===== src/rtl/gnss_int_dump_acc.sv =====
// Multi-channel integrate-and-dump accumulator for tracking correlators.
// Sums signed I/Q products per channel and dumps closing sums on a code-epoch strobe.
`timescale 1ns/1ps
module gnss_int_dump_acc #(
  parameter int NUM_CH = 3,
  parameter int IN_W   = 3,
  parameter int ACC_W  = 16,
  parameter int CNT_W  = 15,
  parameter bit SAT_EN = 1'b1
) (
  input  logic                    clk,
  input  logic                    nrst,
  input  logic                    en,
  input  logic                    sample_valid,
  input  logic [NUM_CH*IN_W-1:0]  i_in,
  input  logic [NUM_CH*IN_W-1:0]  q_in,
  input  logic                    dump,
  input  logic                    acc_ready,
  output logic [NUM_CH*ACC_W-1:0] i_acc_out,
  output logic [NUM_CH*ACC_W-1:0] q_acc_out,
  output logic [CNT_W-1:0]        sample_cnt,
  output logic [NUM_CH-1:0]       ovf,
  output logic                    acc_valid,
  output logic                    overrun
);

  localparam logic [ACC_W-1:0] ACC_MAX = {1'b0, {(ACC_W-1){1'b1}}};
  localparam logic [ACC_W-1:0] ACC_MIN = {1'b1, {(ACC_W-1){1'b0}}};
  localparam logic [CNT_W-1:0] CNT_MAX = {CNT_W{1'b1}};

  // Returns {overflow, new_acc}; the sum is formed one bit wider so overflow is exact.
  function automatic logic [ACC_W:0] sat_add(input logic [ACC_W-1:0] acc,
                                             input logic [IN_W-1:0]  smp);
    logic [ACC_W:0] sum;
    logic           ov;
    sum = {acc[ACC_W-1], acc} + {{(ACC_W+1-IN_W){smp[IN_W-1]}}, smp};
    ov  = sum[ACC_W] ^ sum[ACC_W-1];
    if (ov && SAT_EN) begin
      if (sum[ACC_W]) return {1'b1, ACC_MIN};
      else            return {1'b1, ACC_MAX};
    end else begin
      return {ov, sum[ACC_W-1:0]};
    end
  endfunction

  logic [NUM_CH-1:0][ACC_W-1:0] acc_i_q, acc_i_d, acc_q_q, acc_q_d;
  logic [NUM_CH-1:0][ACC_W-1:0] close_i_s, close_q_s;
  logic [NUM_CH-1:0][ACC_W-1:0] iout_q, iout_d, qout_q, qout_d;
  logic [NUM_CH-1:0]            ovf_q, ovf_d, close_ovf_s, ovf_out_q, ovf_out_d;
  logic [CNT_W-1:0]             cnt_q, cnt_d, close_cnt_s, cnt_out_q, cnt_out_d;
  logic                         valid_q, valid_d, overrun_q, overrun_d;

  // Epoch totals including this cycle's sample; these are what a dump publishes.
  always_comb begin : close_calc
    logic [ACC_W:0] res_i;
    logic [ACC_W:0] res_q;
    res_i       = {(ACC_W+1){1'b0}};
    res_q       = {(ACC_W+1){1'b0}};
    close_i_s   = acc_i_q;
    close_q_s   = acc_q_q;
    close_ovf_s = ovf_q;
    close_cnt_s = cnt_q;
    if (sample_valid) begin
      for (int k = 0; k < NUM_CH; k++) begin
        res_i          = sat_add(acc_i_q[k], i_in[k*IN_W +: IN_W]);
        res_q          = sat_add(acc_q_q[k], q_in[k*IN_W +: IN_W]);
        close_i_s[k]   = res_i[ACC_W-1:0];
        close_q_s[k]   = res_q[ACC_W-1:0];
        close_ovf_s[k] = ovf_q[k] | res_i[ACC_W] | res_q[ACC_W];
      end
      if (cnt_q != CNT_MAX) begin
        close_cnt_s = cnt_q + CNT_W'(1);
      end else begin
        close_cnt_s = cnt_q;
      end
    end else begin
      close_cnt_s = cnt_q;
    end
  end

  // Accumulator restart on dump or disable, and output/handshake next state.
  always_comb begin
    acc_i_d   = close_i_s;
    acc_q_d   = close_q_s;
    ovf_d     = close_ovf_s;
    cnt_d     = close_cnt_s;
    iout_d    = iout_q;
    qout_d    = qout_q;
    ovf_out_d = ovf_out_q;
    cnt_out_d = cnt_out_q;
    valid_d   = valid_q;
    overrun_d = 1'b0;
    if (!en || dump) begin
      acc_i_d = {(NUM_CH*ACC_W){1'b0}};
      acc_q_d = {(NUM_CH*ACC_W){1'b0}};
      ovf_d   = {NUM_CH{1'b0}};
      cnt_d   = {CNT_W{1'b0}};
    end else begin
      acc_i_d = close_i_s;
      acc_q_d = close_q_s;
    end
    if (en && dump) begin
      iout_d    = close_i_s;
      qout_d    = close_q_s;
      ovf_out_d = close_ovf_s;
      cnt_out_d = close_cnt_s;
      valid_d   = 1'b1;
      overrun_d = valid_q & ~acc_ready;
    end else if (valid_q && acc_ready) begin
      valid_d = 1'b0;
    end else begin
      valid_d = valid_q;
    end
  end

  // State and output registers.
  always_ff @(posedge clk or negedge nrst) begin
    if (!nrst) begin
      acc_i_q   <= {(NUM_CH*ACC_W){1'b0}};
      acc_q_q   <= {(NUM_CH*ACC_W){1'b0}};
      ovf_q     <= {NUM_CH{1'b0}};
      cnt_q     <= {CNT_W{1'b0}};
      iout_q    <= {(NUM_CH*ACC_W){1'b0}};
      qout_q    <= {(NUM_CH*ACC_W){1'b0}};
      ovf_out_q <= {NUM_CH{1'b0}};
      cnt_out_q <= {CNT_W{1'b0}};
      valid_q   <= 1'b0;
      overrun_q <= 1'b0;
    end else begin
      acc_i_q   <= acc_i_d;
      acc_q_q   <= acc_q_d;
      ovf_q     <= ovf_d;
      cnt_q     <= cnt_d;
      iout_q    <= iout_d;
      qout_q    <= qout_d;
      ovf_out_q <= ovf_out_d;
      cnt_out_q <= cnt_out_d;
      valid_q   <= valid_d;
      overrun_q <= overrun_d;
    end
  end

  assign i_acc_out  = iout_q;
  assign q_acc_out  = qout_q;
  assign sample_cnt = cnt_out_q;
  assign ovf        = ovf_out_q;
  assign acc_valid  = valid_q;
  assign overrun    = overrun_q;

endmodule


===== config.mk =====
export PLATFORM = sky130hd
export DESIGN_NAME = gnss_int_dump_acc
export DESIGN_NICKNAME = d
export VERILOG_FILES = /design/src/rtl/gnss_int_dump_acc.sv
export SDC_FILE = /design/constraint.sdc
export NUM_CORES = 1
export LEC_CHECK = 0
export CORE_MARGIN = 5
export CORE_UTILIZATION = 45
export CTS_CLUSTER_DIAMETER = 150
export DETAILED_ROUTE_END_ITERATION = 10
export GPL_ROUTABILITY_DRIVEN = 1
export PLACE_DENSITY = 0.72
export SYNTH_ARGS = -nofsm -noshare
export SYNTH_HDL_FRONTEND = slang
export SYNTH_SLANG_ARGS = --single-unit
export TNS_END_PERCENT = 1

===== constraint.sdc =====
create_clock -name clk -period 3.65 [get_ports clk]
set_input_delay 0.9125 -clock clk [delete_from_list [all_inputs] [get_ports clk]]
set_output_delay 0.9125 -clock clk [all_outputs]
set_load 0.01 [all_outputs]

==> impl_metrics.toml, run 1 <==
[power]
pwr-share-comb = 0.295
leakage_nw = 8.57
clkPwrFrac = 0.351
switching_share = 0.305
switching_power_mw = 2.59
power_frac_seq = 0.354
p_int_mw = 5.90
total_power_mw = 8.48
ir_drop_mv = 0.385
power_density_mw_per_mm2 = 460

[clock_network]
cts_root_buf = "clkbuf_16"
cts_tree = "built"
clk-insertion-delay-late_ns = 0.54
cts_htree_levels = 1
clock-sinks = 230
cts_buffer_depth = 3
cts_buffers = 27
cts.reportedPaths.clkPinSlew_ns = 0.06
cts_hold_buf = 0

[floorplanning]
die_x_um = 187
core_area_sq_mm = 0.0307
start_util = 0.458
ios = 140
die-area_sq_mm = 0.0349
core.rowCount = 64
die_h_um = 187

[global_routing]
grt_pass1_wl_um = 65300
use_met3 = 0.0336
grt_overflow_total = 0
grt_max_degree = 78
antenna_found_initial = 0
grt_busiest_layer = "met2"
met1_usage = 0.281
track_usage = 0.218
grt_pass1_vias = 13200
use_met2 = 0.389

[route]
wl_um = 38500
drt-initial-drc-count = 676
wire_per_inst_um = 16.7
drc = 0
avgViaCountPerCell = 5.57
drt_pass1_iterations = 6
vias = 12800
postRouteAntennaNets = 0

[synthesis]
synthesis.nets = 1695
synth_warnings = 0
synth_cells = 1568
synth_edf_count = 0
synth_top_cell_by_area = "dfrtp_1"
post-synth-top-count-cell = "dfrtp_1"
netlist_area_sq_mm = 0.0141
ys_top_cells_by_count = "dfrtp_1, o21ai_0, nor2_1, nand2_1, a21oi_1"
ys_ff_latch = 230
yosys-top-cells-area = "dfrtp_1, ha_1, o21ai_0, a21oi_1, nor2_1"
yosys_most_used_dff = "dfrtp_1"
yosysSeqAreaShare = 0.409
async_reset_ff_frac = 1.00
synth.distinct_cells = 75
avgSynthCellArea_sq_um = 8.98
synth.top_cell.area_share = 0.409

[critical_path]
critPathKind = "primary input to register"
arrival_ns = 3.80
cp_max_fo = 13
worstSetupStartpointType = "primary input"
crit_start = "i_in[5]"
reg2reg_from = "acc_q_q[0]"
worstPathRequired_ns = 4.09
cp-end-kind = "register"

[sta]
hold_viol_final = 0
slew_headroom = 0.504
clock_skew_ns = 0.0159
setup_viol = 0
period_share = 0.922
finalCriticalPeriod_ns = 3.37
rsz0062_at_grt = "false"
finalSetupTns_ns = 0
slew_violations = 0
tightest_slew_ns = 0.745
timing.fmax_mhz = 297

[placement]
dp_hpwl_um = 28100
gp_routability_congestion = 0.906
io_buffers = 139

[finish]
num_antenna_cells = 0
area_growth_pct = 30.9
n_fill_cell = 2659
fin_nets = 2016
drive_above_1_share = 0.162
seq_area_sq_mm = 0.00576
multi_input_area_sq_mm = 0.00795

[hold_path]
hp-class = "primary input to async pin"

[run_status]
status = "finished clean"

[run]
cap_violations = 0
[per-stage QoR]
step | instance area (sq um) | hold slack (ns) | cells | setup WS [ns] | util
2_1_floorplan | 14100 | 0.449 | 1568 | 0.256 | -
3_3_place_gp | 17400 | 0.461 | 2256 | -0.347 | 0.567
5_1_grt | 18400 | 0.384 | 2305 | 0.0824 | 0.600
4_1_cts | 18400 | 0.363 | 2305 | 0.101 | 0.600
3_5_place_dp | 17400 | 0.470 | 2256 | -0.400 | 0.567
6_report | 18400 | 0.338 | 2305 | 0.284 | 0.600
[critical path, cell delays in order]
cell and delay [ns]:
clkdlybuf4s50_1 0.46, buf_4 0.21, ha_1 0.27, a211oi_1 0.25, o211ai_1 0.13, a221o_1 0.32, a31oi_2 0.19, xor2_2 0.13
buf_4 0.16, nor2_2 0.33, o21ai_0 0.22, a21oi_1 0.21
[power by group through the flow]
stage	logic (mW)	registers, mW	clock network [mW]
finish	2.50	3.00	2.98
detailed placement	2.50	3.04	0
floorplan	1.23	3.10	0
global placement	2.45	3.04	0
CTS	2.52	3.00	3.04
global route	2.76	3.03	3.16
[final timing paths]
path                                 end  slack (ns)  cells after the start
setup reg to reg            q_acc_out[3]        0.74                     11
max in group asynchronous  i_acc_out[27]        2.48                      2
setup / recovery             acc_i_q[23]        0.28                     12
min in group clk           sample_cnt[8]        0.48                      2
hold / removal               acc_q_q[25]        0.34                      1
hold reg to reg            sample_cnt[8]        0.48                      2
[metal layers]
layer	up-vias	part of all wire
met5	-	0
met4	0	0.024
met3	56	0.040
met2	243	0.49
met1	6204	0.45
li1	6330	-
[registers in the layout, indices dropped and copies added (netlist names)]
register / count
acc_i_q: 48
ovf: 3
cnt_q: 15
ovf_q: 3
acc_q_q: 48
overrun: 1
q_acc_out: 48
acc_valid: 1
sample_cnt: 15
i_acc_out: 48
[cell families after synthesis]
group           Yosys count  synth area share
simple gates            453             0.140
flops                   230             0.409
buf+inv                 100            0.0287
mux                      24            0.0179
compound gates          563             0.247
fa+ha+maj               116             0.104
xor+xnor                 82            0.0531
[cell type report]
type / count / area share
clock inverters: 19 / 0.0149
clock buffers: 30 / 0.0389
well taps: 396 / 0.0269
multi-input cells: 1238 / 0.431
flip-flops and latches: 230 / 0.312
repair buffers: 362 / 0.170
inverters: 30 / 0.00611
[timing repair]
item,CTS,global route
setup buffers,0,0
resized for setup,0,1
setup endpoints to repair,0,11
hold endpoints to repair,0,0
[placed cells by master (no fill, tap or decap), types with 24 or more instances in the layout]
cell type        count
nor2_1             165
o21ai_0            183
nand2_1            164
xor2_1              33
xnor2_1             45
clkbuf_16           27
buf_4              217
clkdlybuf4s50_1    137
ha_1                97
dfrtp_1            230
a31oi_1             25
a21o_1              24
a22oi_1             25
a21oi_1            136
a211oi_1            26
inv_1               29
Power figures use the tool's default switching activity.
==> run 2: changes to the inputs <==
==> constraint.sdc (replaced) <==
create_clock -name clk -period 4.32 [get_ports clk]
set_input_delay 1.08 -clock clk [delete_from_list [all_inputs] [get_ports clk]]
set_output_delay 1.08 -clock clk [all_outputs]
set_load 0.01 [all_outputs]
==> impl_metrics.toml, run 2 (same netlist as run 1, synthesis figures left out) <==
[placement]
io_buffers = 139
dp_hpwl_um = 25300
place_ws_ns = 0.0431
gp_routability_congestion = 0.903

[critical_path]
cp_top_family = "compound AO/OA/AOI/OAI gates"
cp_max_fo = 10
worstSetupStartpointType = "primary input"
critPathKind = "primary input to register"
arrival_ns = 4.18
max_stage_delay_ns = 0.65
reg2reg_slack_ns = 1.16
path_cells = "clkdlybuf4s50_1, buf_4, ha_1, a2111oi_0, nand2_1, o21ai_4, buf_4, o22ai_1, a22o_1, mux2_2"
cp.buffers_inverters = 3
cp-end-kind = "register"
crit_slowest_cell = "clkdlybuf4s50_1"
r2r-end = "ovf_q[1]"
cp_common_cell = "buf_4"
r2r_cells = 11
reg2reg_from = "acc_i_q[16]"
worstPathRequired_ns = 4.73

[sta]
hold_viol_final = 0
finalCriticalPeriod_ns = 3.77
setup_viol = 0
setup_ws_ns = 0.554
slew_violations = 0
tightest_slew_ns = 0.968
finalSetupTns_ns = 0
timing.fmax_mhz = 266
rsz0062_at_grt = "false"
clock_skew_ns = 0.0253
slew_headroom = 0.354
period_share = 0.872

[power]
ir_drop_mv = 0.337
p_int_mw = 4.62
switching_power_mw = 2.13
switching_share = 0.315
leakage_nw = 7.66
power_density_mw_per_mm2 = 396
clkPwrFrac = 0.342
power_frac_seq = 0.376
pwr-share-comb = 0.282

[finish]
final_cell_mix = "dfrtp_1, o21ai_0, nor2_1"
final_common_cell = "dfrtp_1"
area_growth_pct = 20.9
num_antenna_cells = 0
final_util = 0.554
drive_above_1_share = 0.0781
fin_nets = 1848

[route]
postRouteAntennaNets = 0
wl_um = 35900
avgViaCountPerCell = 5.69
drc = 0
wire_per_inst_um = 16.8
drt-initial-drc-count = 757
vias = 12200
drt_pass1_iterations = 6

[global_routing]
grt_pass1_wl_um = 61300
grt_overflow_total = 0
grt_max_degree = 112
antenna_found_initial = 0
grt_pass1_vias = 12200
track_usage = 0.204

[floorplanning]
die_x_um = 187
start_util = 0.458
die-area_sq_mm = 0.0349
core.rowCount = 64
core_area_sq_mm = 0.0307
die_h_um = 187
ios = 140

[clock_network]
post_cts_resized = 0
clock-sinks = 230
clk-insertion-delay-late_ns = 0.55
cts_hold_buf = 0
cts_tree = "built"
cts_root_buf = "clkbuf_16"
cts_setup_buffers = 0
cts_buffer_depth = 3
cts.reportedPaths.clkPinSlew_ns = 0.06
cts_htree_levels = 1
cts_buffers = 27

[hold_path]
hp-class = "register to register"
whs_path_depth = 2
hp-start = "q_acc_out[42]"
hold_end = "q_acc_out[42]"

[run_status]
status = "finished clean"

[run]
cap_violations = 0
## run 2: cell types whose count changed in the layout (fill, tap and decap cells not counted), sizes merged
| cell | before | now |
|---|---|---|
| inv | 32 | 33 |
| clkinvlp | 4 | 5 |
| clkinv | 7 | 6 |
| bufinv | 6 | 3 |
| clkbuf | 30 | 32 |
| buf | 225 | 57 |
## run 2: tightest hold or removal path, cell delays in order, from the launching register on
cell and delay, ns:
dfrtp_1 0.34, nand2_1 0.05, o21ai_0 0.06
## run 2: area by class of cell
| class | instances | area (sq um) |
|---|---|---|
| fillers | 2848 | 13700 |
| multi-input cells | 1238 | 7940 |
| flip-flops and latches | 230 | 5760 |
| repair buffers | 194 | 1830 |
| clock buffers | 32 | 704 |
| well taps | 396 | 495 |
| clock inverters | 17 | 191 |
| inverters | 30 | 113 |
## run 2: how the worst max path moves through the flow
stage	end	cells after the start	start	slack [ns]
global placement	ovf[1]	10	q_in[5]	0.11
CTS	i_acc_out[36]	10	i_in[8]	0.60
detailed placement	i_acc_out[36]	10	i_in[8]	0.04
finish	i_acc_out[36]	10	i_in[8]	0.55
global route	i_acc_out[20]	12	i_in[3]	0.34
floorplan	i_acc_out[40]	11	i_in[6]	0.76
## run 2: metal layers
metal / global-route usage / vias up / wire length [um]
met1: 0.274 / 5859 / 16400
met5: 0 / - / 0
li1: - / 5997 / -
met3: 0.0312 / 49 / 1420
met4: 0.0498 / 0 / 853
met2: 0.348 / 248 / 17200
## run 2: power by group through the flow
stage	combinational [mW]	sequential [mW]	clock (mW)
floorplan	1.04	2.62	0
global placement	1.87	2.57	0
detailed placement	1.90	2.57	0
CTS	1.92	2.54	2.37
global route	2.12	2.56	2.46
finish	1.90	2.53	2.31
## run 2: per-stage QoR
stage	power (mW)	cell area (sq um)	hold slack (ns)	std cells
CTS	6.83	17000	0.483	2137
floorplan	3.66	14100	0.449	1568
detailed placement	4.48	16100	0.470	2088
finish	6.74	17000	0.476	2137
global placement	4.44	16100	0.464	2088
global route	7.14	17000	0.502	2137
==> run 3: changes to the inputs <==
--- a/config.mk
+++ b/config.mk
@@ -10,6 +10,7 @@
 export CTS_CLUSTER_DIAMETER = 150
 export DETAILED_ROUTE_END_ITERATION = 10
 export GPL_ROUTABILITY_DRIVEN = 1
+export HOLD_SLACK_MARGIN = 0.03
 export PLACE_DENSITY = 0.72
 export SYNTH_ARGS = -nofsm -noshare
 export SYNTH_HDL_FRONTEND = slang
==> results of run 3 <==
Final layout, timing and power as in run 2 (identical DEF).
